**src/rtl/alu_issue_ctrl_if.sv**
```systemverilog
// Instruction handshake, ALU port and external I/O bundle of the issue controller.
// The master side is the controller; the slave side is its environment.
interface alu_issue_ctrl_if;
  logic        instr_valid;
  logic        instr_ready;
  logic [31:0] instr;
  logic [7:0]  alu_opcode;
  logic [7:0]  alu_in1;
  logic [7:0]  alu_in2;
  logic [7:0]  alu_result;
  logic [7:0]  io_in;
  logic [7:0]  io_out;
  logic        io_out_valid;
  logic        busy;
  logic        illegal;

  modport master (
    input  instr_valid, instr, alu_result, io_in,
    output instr_ready, alu_opcode, alu_in1, alu_in2, io_out, io_out_valid, busy, illegal
  );

  modport slave (
    output instr_valid, instr, alu_result, io_in,
    input  instr_ready, alu_opcode, alu_in1, alu_in2, io_out, io_out_valid, busy, illegal
  );
endinterface

```
**src/rtl/alu_issue_ctrl.sv**
```systemverilog
// Issue/writeback controller for an 8-bit combinational ALU: one instruction every
// four cycles through IDLE -> READ -> EXEC -> WB, with a small internal register file.
module alu_issue_ctrl #(
  parameter int         NUM_REGS    = 6,
  parameter logic [7:0] IDLE_OPCODE = 8'h20
) (
  input logic           clk,
  input logic           rst,
  alu_issue_ctrl_if.master bus
);

  localparam logic [2:0] IO_ADDR = 3'd6;

  typedef enum logic [1:0] {IDLE, READ, EXEC, WB} state_t;

  state_t     state, state_nx;
  logic       accept;

  logic [7:0] opc_p0, arg1_p0, arg2_p0;
  logic [2:0] dest_p0;
  logic [7:0] rd1, rd2;
  logic [7:0] op1, op2;
  logic [7:0] result_p2;
  logic [7:0] regs [NUM_REGS];

  // Address 6 is the input port, 7 reads as zero (rd defaults to 0 for it).
  function automatic logic [7:0] pick(input logic imm, input logic [7:0] a,
                                      input logic [7:0] rd, input logic [7:0] io);
    if (imm) return a;
    if (a[2:0] == IO_ADDR) return io;
    return rd;
  endfunction

  always_comb begin
    rd1 = '0;
    rd2 = '0;
    for (int i = 0; i < NUM_REGS; i++) begin
      if (arg1_p0[2:0] == 3'(i)) rd1 = regs[i];
      if (arg2_p0[2:0] == 3'(i)) rd2 = regs[i];
    end
    op1 = pick(opc_p0[7], arg1_p0, rd1, bus.io_in);
    op2 = pick(opc_p0[6], arg2_p0, rd2, bus.io_in);
  end

  always_ff @(posedge clk) begin
    if (rst) state <= IDLE;
    else     state <= state_nx;
  end

  // A rejected instruction skips READ/EXEC and spends its single busy cycle in WB.
  always_comb begin
    state_nx        = state;
    accept          = 1'b0;
    bus.instr_ready = 1'b0;
    bus.busy        = 1'b1;
    case (state)
      IDLE: begin
        bus.instr_ready = 1'b1;
        bus.busy        = 1'b0;
        accept          = bus.instr_valid;
        if (bus.instr_valid) state_nx = bus.instr[29] ? WB : READ;
      end
      READ:    state_nx = EXEC;
      EXEC:    state_nx = WB;
      WB:      state_nx = IDLE;
      default: state_nx = IDLE;
    endcase
  end

  always_ff @(posedge clk) begin
    if (rst) begin
      opc_p0           <= '0;
      arg1_p0          <= '0;
      arg2_p0          <= '0;
      dest_p0          <= '0;
      result_p2        <= '0;
      bus.alu_opcode   <= IDLE_OPCODE;
      bus.alu_in1      <= '0;
      bus.alu_in2      <= '0;
      bus.io_out       <= '0;
      bus.io_out_valid <= 1'b0;
      bus.illegal      <= 1'b0;
      for (int i = 0; i < NUM_REGS; i++) regs[i] <= '0;
    end else begin
      bus.alu_opcode   <= IDLE_OPCODE;
      bus.alu_in1      <= '0;
      bus.alu_in2      <= '0;
      bus.io_out_valid <= 1'b0;
      bus.illegal      <= 1'b0;

      // p0: instruction fields captured on accept
      if (accept) begin
        opc_p0      <= bus.instr[31:24];
        arg1_p0     <= bus.instr[23:16];
        arg2_p0     <= bus.instr[15:8];
        dest_p0     <= bus.instr[2:0];
        bus.illegal <= bus.instr[29];
      end

      // p1: operands resolved in READ drive the ALU for exactly the EXEC cycle
      if (state == READ) begin
        bus.alu_opcode <= {3'b000, opc_p0[4:0]};
        bus.alu_in1    <= op1;
        bus.alu_in2    <= op2;
      end

      // p2: ALU result captured at the end of EXEC
      if (state == EXEC) result_p2 <= bus.alu_result;

      if (state == WB && !opc_p0[5]) begin
        for (int i = 0; i < NUM_REGS; i++)
          if (dest_p0 == 3'(i)) regs[i] <= result_p2;
        if (dest_p0 == IO_ADDR) begin
          bus.io_out       <= result_p2;
          bus.io_out_valid <= 1'b1;
        end
      end
    end
  end

endmodule
```
**src/flat_wrapper.sv**
```systemverilog
// flat-port wrapper written by rule: the top's interface ports become plain ports
module alu_issue_ctrl_flat 
#(
  parameter int         NUM_REGS    = 6,
  parameter logic [7:0] IDLE_OPCODE = 8'h20
)
  (clk, rst, bus_instr_valid, bus_instr, bus_alu_result, bus_io_in, bus_instr_ready, bus_alu_opcode, bus_alu_in1, bus_alu_in2, bus_io_out, bus_io_out_valid, bus_busy, bus_illegal);
  alu_issue_ctrl_if bus_i ();
  input logic clk;
  input logic rst;
  input wire logic [$bits(bus_i.instr_valid)-1:0] bus_instr_valid;
  input wire logic [$bits(bus_i.instr)-1:0] bus_instr;
  input wire logic [$bits(bus_i.alu_result)-1:0] bus_alu_result;
  input wire logic [$bits(bus_i.io_in)-1:0] bus_io_in;
  output wire logic [$bits(bus_i.instr_ready)-1:0] bus_instr_ready;
  output wire logic [$bits(bus_i.alu_opcode)-1:0] bus_alu_opcode;
  output wire logic [$bits(bus_i.alu_in1)-1:0] bus_alu_in1;
  output wire logic [$bits(bus_i.alu_in2)-1:0] bus_alu_in2;
  output wire logic [$bits(bus_i.io_out)-1:0] bus_io_out;
  output wire logic [$bits(bus_i.io_out_valid)-1:0] bus_io_out_valid;
  output wire logic [$bits(bus_i.busy)-1:0] bus_busy;
  output wire logic [$bits(bus_i.illegal)-1:0] bus_illegal;
  assign bus_i.instr_valid = bus_instr_valid;
  assign bus_i.instr = bus_instr;
  assign bus_i.alu_result = bus_alu_result;
  assign bus_i.io_in = bus_io_in;
  assign bus_instr_ready = bus_i.instr_ready;
  assign bus_alu_opcode = bus_i.alu_opcode;
  assign bus_alu_in1 = bus_i.alu_in1;
  assign bus_alu_in2 = bus_i.alu_in2;
  assign bus_io_out = bus_i.io_out;
  assign bus_io_out_valid = bus_i.io_out_valid;
  assign bus_busy = bus_i.busy;
  assign bus_illegal = bus_i.illegal;
  alu_issue_ctrl #(.NUM_REGS(NUM_REGS), .IDLE_OPCODE(IDLE_OPCODE)) u_core (.clk(clk), .rst(rst), .bus(bus_i));
endmodule
```
**config.mk**
```make
export PLATFORM = sky130hd
export DESIGN_NAME = alu_issue_ctrl_flat
export DESIGN_NICKNAME = d
export VERILOG_FILES = /design/src/rtl/alu_issue_ctrl_if.sv /design/src/rtl/alu_issue_ctrl.sv /design/src/flat_wrapper.sv
export SDC_FILE = /design/constraint.sdc
export NUM_CORES = 1
export LEC_CHECK = 0
export ABC_CLOCK_PERIOD_IN_PS = 3700
export CAP_MARGIN = 10
export CELL_PAD_IN_SITES_DETAIL_PLACEMENT = 0
export CELL_PAD_IN_SITES_GLOBAL_PLACEMENT = 1
export CORE_MARGIN = 2
export CORE_UTILIZATION = 35
export DETAILED_ROUTE_END_ITERATION = 6
export PLACE_DENSITY_LB_ADDON = 0.1
export RECOVER_POWER = 100
export SLEW_MARGIN = 20
export SYNTH_ARGS = -nofsm -noshare
export SYNTH_HDL_FRONTEND = slang
export SYNTH_SLANG_ARGS = --single-unit
```
**constraint.sdc**
```tcl
create_clock -name clk -period 3.7 [get_ports clk]
set_input_delay 0.74 -clock clk [delete_from_list [all_inputs] [get_ports clk]]
set_output_delay 0.74 -clock clk [all_outputs]
set_load 0.01 [all_outputs]
```
======== Yosys cells after proc, flatten, opt, wreduce, memory -nomap -nowiden ========
Memories as Yosys holds them, arrays and structs flattened.
Cells that the tools add are included.
operators by class
  $add $sub $neg .......................... 0
  $mul .................................... 0
  divide/modulo/power cells ............... 0
  $lt $le $gt $ge ......................... 0
  equal/unequal tests ..................... 22
  shift operators ......................... 0
  muxes and demuxes ....................... 66
  bitwise logic cells ..................... 9
  reductions and logical operators ........ 10
operators with widths
  operator            number
  $mux 8              26
  $mux 1              36
  $eq 3x3->1 const B  9
  $eq 3x2->1 const B  6
  $eq 3x1->1 const B  3
  $logic_not 3->1     3
  $pmux 2 s4          1
  $mux 6              1
  $or 1x1->1          6
  $reduce_or 2->1     3
  $eq 2x2->1 const B  2
  $mux 2              2
  $not 1->1           3
  $eq 2x1->1 const B  1
  $logic_not 2->1     1
  $ne 2x2->1 const B  1
  $reduce_and 2->1    1
  $logic_and 1x1->1   1
  $logic_not 1->1     1
storage, ports and cells
  bits in registers ....................... 71
  bits in latches ......................... 0
  memory bits (writable) .................. 48
  memory bits (read-only) ................. 0
  output and inout port bits .............. 36
  memories ................................ 1
memories
  memory       depth  width  read ports  clocked after memory_dff  wr ports  line                  source
  u_core.regs  6      8      6           0                         6         alu_issue_ctrl.sv:24  logic [7:0] regs [NUM_REGS];

======== Longest topological paths before layout ========
Gate-level depths: netlist (run 1).
  depth in word-level cells ............... 9
  depth in mapped cells ................... 8
  gate-level depth less buffers ........... 5

======== Least setup slack after synthesis (run 1) ========
OpenSTA, ideal clock, no wires.
  path kind ............................... input-to-reg
  start point ............................. input rst
  end point ............................... memory u_core.regs[1][2], in the netlist u_core.regs[0][10], enable pin
  library setup time ...................... 0.384 ns
  arrival ................................. 1.455 ns
  setup slack ............................. 1.861 ns
  cell stages on the path ................. 3
  path buffers ............................ 1
  path through ............................ clkbuf_1 -> inv_1 -> o21ai_0
RTL lines
  element      line                  source
  from (decl)  flat_wrapper.sv:10    input logic rst;
  to (decl)    alu_issue_ctrl.sv:24

==> impl_metrics.ini, run 1 <==
[floorplan]
core_mm2 = 0.0153
die_h_um = 129
die_area_mm2 = 0.0167
start_util_pct = 36.0
num_rows = 45
io_pins = 87
die_w_um = 129

[synth]
synthXorXnorAreaFrac_pct = 0
synth-simple-area-share_pct = 17.2
synth_top_family_by_area = compound AO/OA/AOI/OAI gates
yosysWarningCount = 0
synth_area_mm2 = 0.00550
synthArstFlopShare_pct = 0
muxShareOfSynthArea_pct = 6.80
synthAdderAreaFrac_pct = 0.910
avgSynthCellArea_um2 = 9.96
syn_inst = 552
synth_compound_area_share_pct = 17.4
synth_edf_count = 48
ys_types = 41
yosys_most_used_dff = dfxtp_1
ys_seq_area_share_pct = 51.3
ys_ff_latch = 117

[cts]
clkLatencyLatePin_ps = 420
cts_resized = 0
clock-sinks = 117
htree_num_levels = 4
clk_pin_slew_ps = 50
clk_path_buf_depth = 2
root_buffer = clkbuf_16
cts_made_buffers = 17
ctsHoldBuffers = 0
tritoncts = done
post-cts-setup-buffers = 0

[final_layout]
final_common_cell = dfxtp_1
utilization_pct = 45.1
antennaDiodeCount = 0
fin_nets = 671
fillers = 1512
mostFrequentLayoutCells = dfxtp_1 (69), nand2_1 (60), a21oi_1 (58), edfxtp_1 (48), clkdlybuf4s50_1 (44)
area_growth_pct = 25.1
final_layout_size_suffix_gt1_share_pct = 7.31

[sta]
setup_ws_ps = 778
slew_viol_final = 0
fin_crit_sh_pct = 79.0
hold_viol = 0
max-slew-margin-rel_pct = 15.8
worst_pin_slew_ps = 1250
setup_tns_ps = 0
grt_setup_unrepaired = false
hold_ws_ps = 449
clock-skew-final_ps = 11.5
setup_violations = 0
layout_min_cycle_time_ps = 2920
clock.fmax_ghz = 0.342

[grt]
antenna_found_initial = 0
grt_overflow = 0
grt_pass1_wl_um = 22800
track_usage_pct = 18.4
grt_pass1_vias = 4218
grt_start_max_net_pins = 30

[critical_path]
end_kind = register
worstPathCellList = dlygate4sd3_1, clkbuf_1, nor2b_1, nand2_1, nor3_1, and2_0
arrival_ps = 3200
critPathKind = in -> reg
slowest_stage = nor3_1
crit_fanout = 23
cp_data_required_time_ps = 3980
critPathBufInv = 2
start_kind = input pin
critical-path-top-delay-family = simple AND/OR/NAND/NOR gates
critPathMaxStageDelay_ps = 850

[place]
place_hpwl_um = 10400
dp_slack_ps = 929
numPortBuffers = 79
place_congestion = 0.813

[route]
num_vias = 4179
drc = 0
wirelength_um = 14800
wl_per_cell_um = 17.6
avgViaCountPerCell = 4.98
drt_pre_antenna_iters = 5
first_iter_violations = 224
final_antenna_net_count = 0

[power_and_ir_drop]
leakage_nw = 2.51
peakVddDrop_mv = 0.344
p_per_area_mw_per_mm2 = 596

[hold_path]
hp-class = reg -> reg

[status]
status = complete, no violations

[flow_run]
drv_cap = 0
[registers in the layout, summed over array words and instances (netlist names)]
name,cells
u_core.bus.illegal,1
u_core.opc_p0,8
u_core.bus.alu_in1,8
u_core.result_p2,8
u_core.arg2_p0,8
u_core.bus.alu_opcode,6
u_core.bus.alu_in2,8
u_core.regs,48
u_core.dest_p0,3
u_core.bus.io_out_valid,1
u_core.bus.io_out,8
u_core.state,2
u_core.arg1_p0,8
[per-stage QoR]
| step | std cells | total power (W) | area, um2 |
|---|---|---|---|
| 4_1_cts | 840 | 0.00418 | 6940 |
| 5_1_grt | 840 | 0.00431 | 6880 |
| 3_5_place_dp | 808 | 0.00264 | 6380 |
| 2_1_floorplan | 553 | 0.00228 | 5500 |
| 6_report | 840 | 0.00410 | 6880 |
| 3_3_place_gp | 808 | 0.00263 | 6380 |
[kinds of logic (layout without fill, tap and decap cells)]
family | after synthesis | count (layout)
mux | 34 | 34
other cells | 1 | 2
flops | 117 | 117
fa+ha+maj | 4 | 4
simple gates | 180 | 180
compound gates | 143 | 143
buf+inv | 73 | 149
[cell type report]
cell class,instances,area [um2],area share (%)
clock buffers,21,440,6.40
clock inverters,11,110,1.60
inverters,29,109,1.58
multi-input cells,363,2280,33.2
flip-flops and latches,117,2820,41.0
well taps,211,264,3.84
repair buffers,88,847,12.3
[cell usage after synthesis, types with 3 or more instances]
library cell,number,area [um2]
mux2i_1,19,190
nand2b_1,4,25.0
a221oi_1,9,78.8
mux2_2,7,78.8
o21ai_1,15,75.1
buf_2,16,80.1
a21oi_1,58,290
nand3b_1,17,128
nand3_1,3,15.0
buf_4,5,37.5
buf_6,3,33.8
a221oi_2,6,90.1
nor2_1,24,90.1
a32o_1,15,150
dfxtp_1,69,1380
o21ai_0,19,95.1
edfxtp_1,48,1440
and2_1,55,344
nand2_1,60,225
nor2b_1,9,56.3
mux2_1,4,45.0
clkbuf_1,15,56.3
mux2_4,4,60.1
inv_1,28,105
a22o_1,15,131
ha_1,4,50.1
[power breakdown]
part,total [W],internal [W],switching [W],leakage [nW]
logic,0.000872,0.000383,0.000489,1.18
clock network,0.00153,0.000978,0.000550,0.272
registers,0.00170,0.00149,0.000213,1.06
total,0.00410,0.00285,0.00125,2.51
[worst min-delay path: cells and delay by family, from the launching register on]
| family | cells | cell delay, ps |
|---|---|---|
| flops | 1 | 300 |
| compound gates | 1 | 50 |
| simple gates | 1 | 50 |
[final timing paths]
path	start	slack (ps)	endpoint	cells past startpoint
worst max-delay path	rst	780	u_core.regs[0][1]$_SDFFCE_PN0P_	6
worst min-delay path	u_core.opc_p0[4]$_SDFFE_PP0P_	450	u_core.opc_p0[4]$_SDFFE_PP0P_	2
worst max register to register	u_core.arg1_p0[1]$_SDFFE_PP0P_	1480	u_core.bus.alu_in1[6]$_SDFF_PP0_	4
worst min register to register	u_core.opc_p0[4]$_SDFFE_PP0P_	450	u_core.opc_p0[4]$_SDFFE_PP0P_	2
[metal layers]
layer / share of wire, % / wire [um] / vias to the layer above / track usage [%]
li1: - / - / 2068 / -
met1: 45 / 6700 / 1967 / 22.7
met2: 48 / 7070 / 121 / 30.8
met3: 4.6 / 672 / 23 / 4.25
met4: 2.2 / 325 / 0 / 7.99
met5: 0 / 0 / - / 0
Power figures use the tool's default switching activity.
==> run 2, diff against run 1 <==
--- a/config.mk
+++ b/config.mk
@@ -5,7 +5,7 @@
 export SDC_FILE = /design/constraint.sdc
 export NUM_CORES = 1
 export LEC_CHECK = 0
-export ABC_CLOCK_PERIOD_IN_PS = 3700
+export ABC_CLOCK_PERIOD_IN_PS = 2750
 export CAP_MARGIN = 10
 export CELL_PAD_IN_SITES_DETAIL_PLACEMENT = 0
 export CELL_PAD_IN_SITES_GLOBAL_PLACEMENT = 1
==> constraint.sdc (replaced) <==
create_clock -name clk -period 2.75 [get_ports clk]
set_input_delay 0.55 -clock clk [delete_from_list [all_inputs] [get_ports clk]]
set_output_delay 0.55 -clock clk [all_outputs]
set_load 0.01 [all_outputs]
==> impl_metrics.ini, run 2 (synthesized netlist as in run 1, its figures left out) <==
[status]
status = complete, no violations

[grt]
grt_start_max_net_pins = 29
grt_pass1_wl_um = 23500
grt_pass1_vias = 4284
grt_util_met1_pct = 25.2
grt_util_met2_pct = 30.6
antenna_found_initial = 0
grt.busiest_layer = met2
track_usage_pct = 18.9
gr-usage-met3_pct = 4.05
grt_overflow = 0

[route]
num_vias = 4201
avgViaCountPerCell = 4.95
wl_per_cell_um = 17.6
drc = 0
first_iter_violations = 326
wirelength_um = 14900
drt_pre_antenna_iters = 4
final_antenna_net_count = 0

[final_layout]
fin_nets = 679
mostFrequentLayoutCells = dfxtp_1 (69), nand2_1 (60), a21oi_1 (58), edfxtp_1 (48), clkdlybuf4s50_1 (44)
antennaDiodeCount = 0
final_layout_size_suffix_gt1_share_pct = 8.63
final_cells = 848
largest_reg_flops = 48
regMostFlops = u_core.regs
fillers = 1469
area_growth_pct = 26.3
final_common_cell = dfxtp_1

[critical_path]
r2r_slack_ps = 530
worst_r2r_endpoint = u_core.arg1_p0[1]$_SDFFE_PP0P_
cp_data_required_time_ps = 2200
cp-endpoint = bus_busy
start_kind = register
critPathKind = reg -> out
critPathLaunch = u_core.state[1]$_SDFFE_PP0P_
r2r_cells = 6
rr_startpoint = u_core.state[1]$_SDFFE_PP0P_
crit_fanout = 8
arrival_ps = 1830
end_kind = output pin

[power_and_ir_drop]
peakVddDrop_mv = 0.478
leakage_nw = 2.55
p_per_area_mw_per_mm2 = 800

[sta]
max-slew-margin-rel_pct = 14.6
clock-skew-final_ps = 9.99
slew_viol_final = 0
setup_violations = 0
setup_tns_ps = 0
hold_viol = 0
worst_pin_slew_ps = 1280
grt_setup_unrepaired = false
fin_crit_sh_pct = 86.6
layout_min_cycle_time_ps = 2380
setup_ws_ps = 369
clock.fmax_ghz = 0.420

[cts]
cts_made_buffers = 17
clkLatencyLatePin_ps = 420
clk_pin_slew_ps = 60
post-cts-setup-buffers = 0
cts_resized = 0
clk_path_buf_depth = 2
tritoncts = done
ctsHoldBuffers = 0
htree_num_levels = 4
root_buffer = clkbuf_16
clock-sinks = 117

[floorplan]
die_area_mm2 = 0.0167
core_mm2 = 0.0153
io_pins = 87
num_rows = 45
start_util_pct = 36.0
die_w_um = 129
die_h_um = 129

[flow_run]
drv_cap = 0

[place]
dp.cells = 816
dp_slack_ps = 361
place_congestion = 0.831
place_hpwl_um = 10700
numPortBuffers = 79

[hold_path]
hp-class = reg -> reg
==> run 2: changes by cell type in the layout (fill, tap and decap cells not counted) <==
cell / previous run / this run
and2_0: 34 / 38
and2_1: 21 / 17
buf_12: 0 / 1
buf_4: 6 / 10
bufinv_16: 2 / 1
clkinv_1: 2 / 1
clkinv_2: 6 / 4
clkinv_4: 1 / 5
inv_6: 0 / 3
==> run 2: worst min-delay path by stage <==
stage	from	endpoint	slack, ps	cells after the start
after global placement	u_core.opc_p0[2]$_SDFFE_PP0P_	u_core.bus.alu_opcode[2]$_SDFF_PP0_	440	1
after floorplan	u_core.opc_p0[0]$_SDFFE_PP0P_	u_core.bus.alu_opcode[0]$_SDFF_PP0_	430	1
final	u_core.opc_p0[2]$_SDFFE_PP0P_	u_core.opc_p0[2]$_SDFFE_PP0P_	450	2
after detailed placement	u_core.opc_p0[4]$_SDFFE_PP0P_	u_core.bus.alu_opcode[4]$_SDFF_PP0_	440	1
after CTS	u_core.opc_p0[0]$_SDFFE_PP0P_	u_core.opc_p0[0]$_SDFFE_PP0P_	450	2
after global routing	u_core.arg1_p0[7]$_SDFFE_PP0P_	u_core.arg1_p0[7]$_SDFFE_PP0P_	470	2
==> run 2: layout make-up <==
cell class | count | area, um2 | share of cell area, %
Sequential cell | 117 | 2820 | 40.6
Multi-Input combinational cell | 363 | 2280 | 32.9
Timing Repair Buffer | 96 | 908 | 13.1
Clock buffer | 18 | 429 | 6.18
Tap cell | 211 | 264 | 3.80
Clock inverter | 14 | 128 | 1.84
Inverter | 29 | 109 | 1.57
==> run 2: critical path: stages, from the launching register on <==
cell and delay (ps):
dfxtp_1 390, inv_1 90, ha_1 270, inv_1 70, dlygate4sd3_1 600
==> run 2: routing by layer <==
| metal | up-vias | wire [um] |
|---|---|---|
| met3 | 17 | 734 |
| met4 | 0 | 236 |
| met5 | - | 0 |
| met1 | 1979 | 6830 |
| li1 | 2089 | - |
| met2 | 116 | 7140 |
==> run 2: per-stage QoR <==
stage	util [%]	cell area (um2)	hold WS (ps)	power (W)
detailed placement	42.3	6460	440	0.00360
global route	45.5	6940	471	0.00585
finish	45.5	6940	449	0.00555
CTS	46.0	7010	450	0.00568
global placement	42.3	6460	440	0.00359
floorplan	-	5500	430	0.00306
==> run 2: power breakdown <==
part           switching, W  internal [W]
combinational      0.000717      0.000543
sequential         0.000234       0.00200
clock              0.000814       0.00125
total               0.00176       0.00379
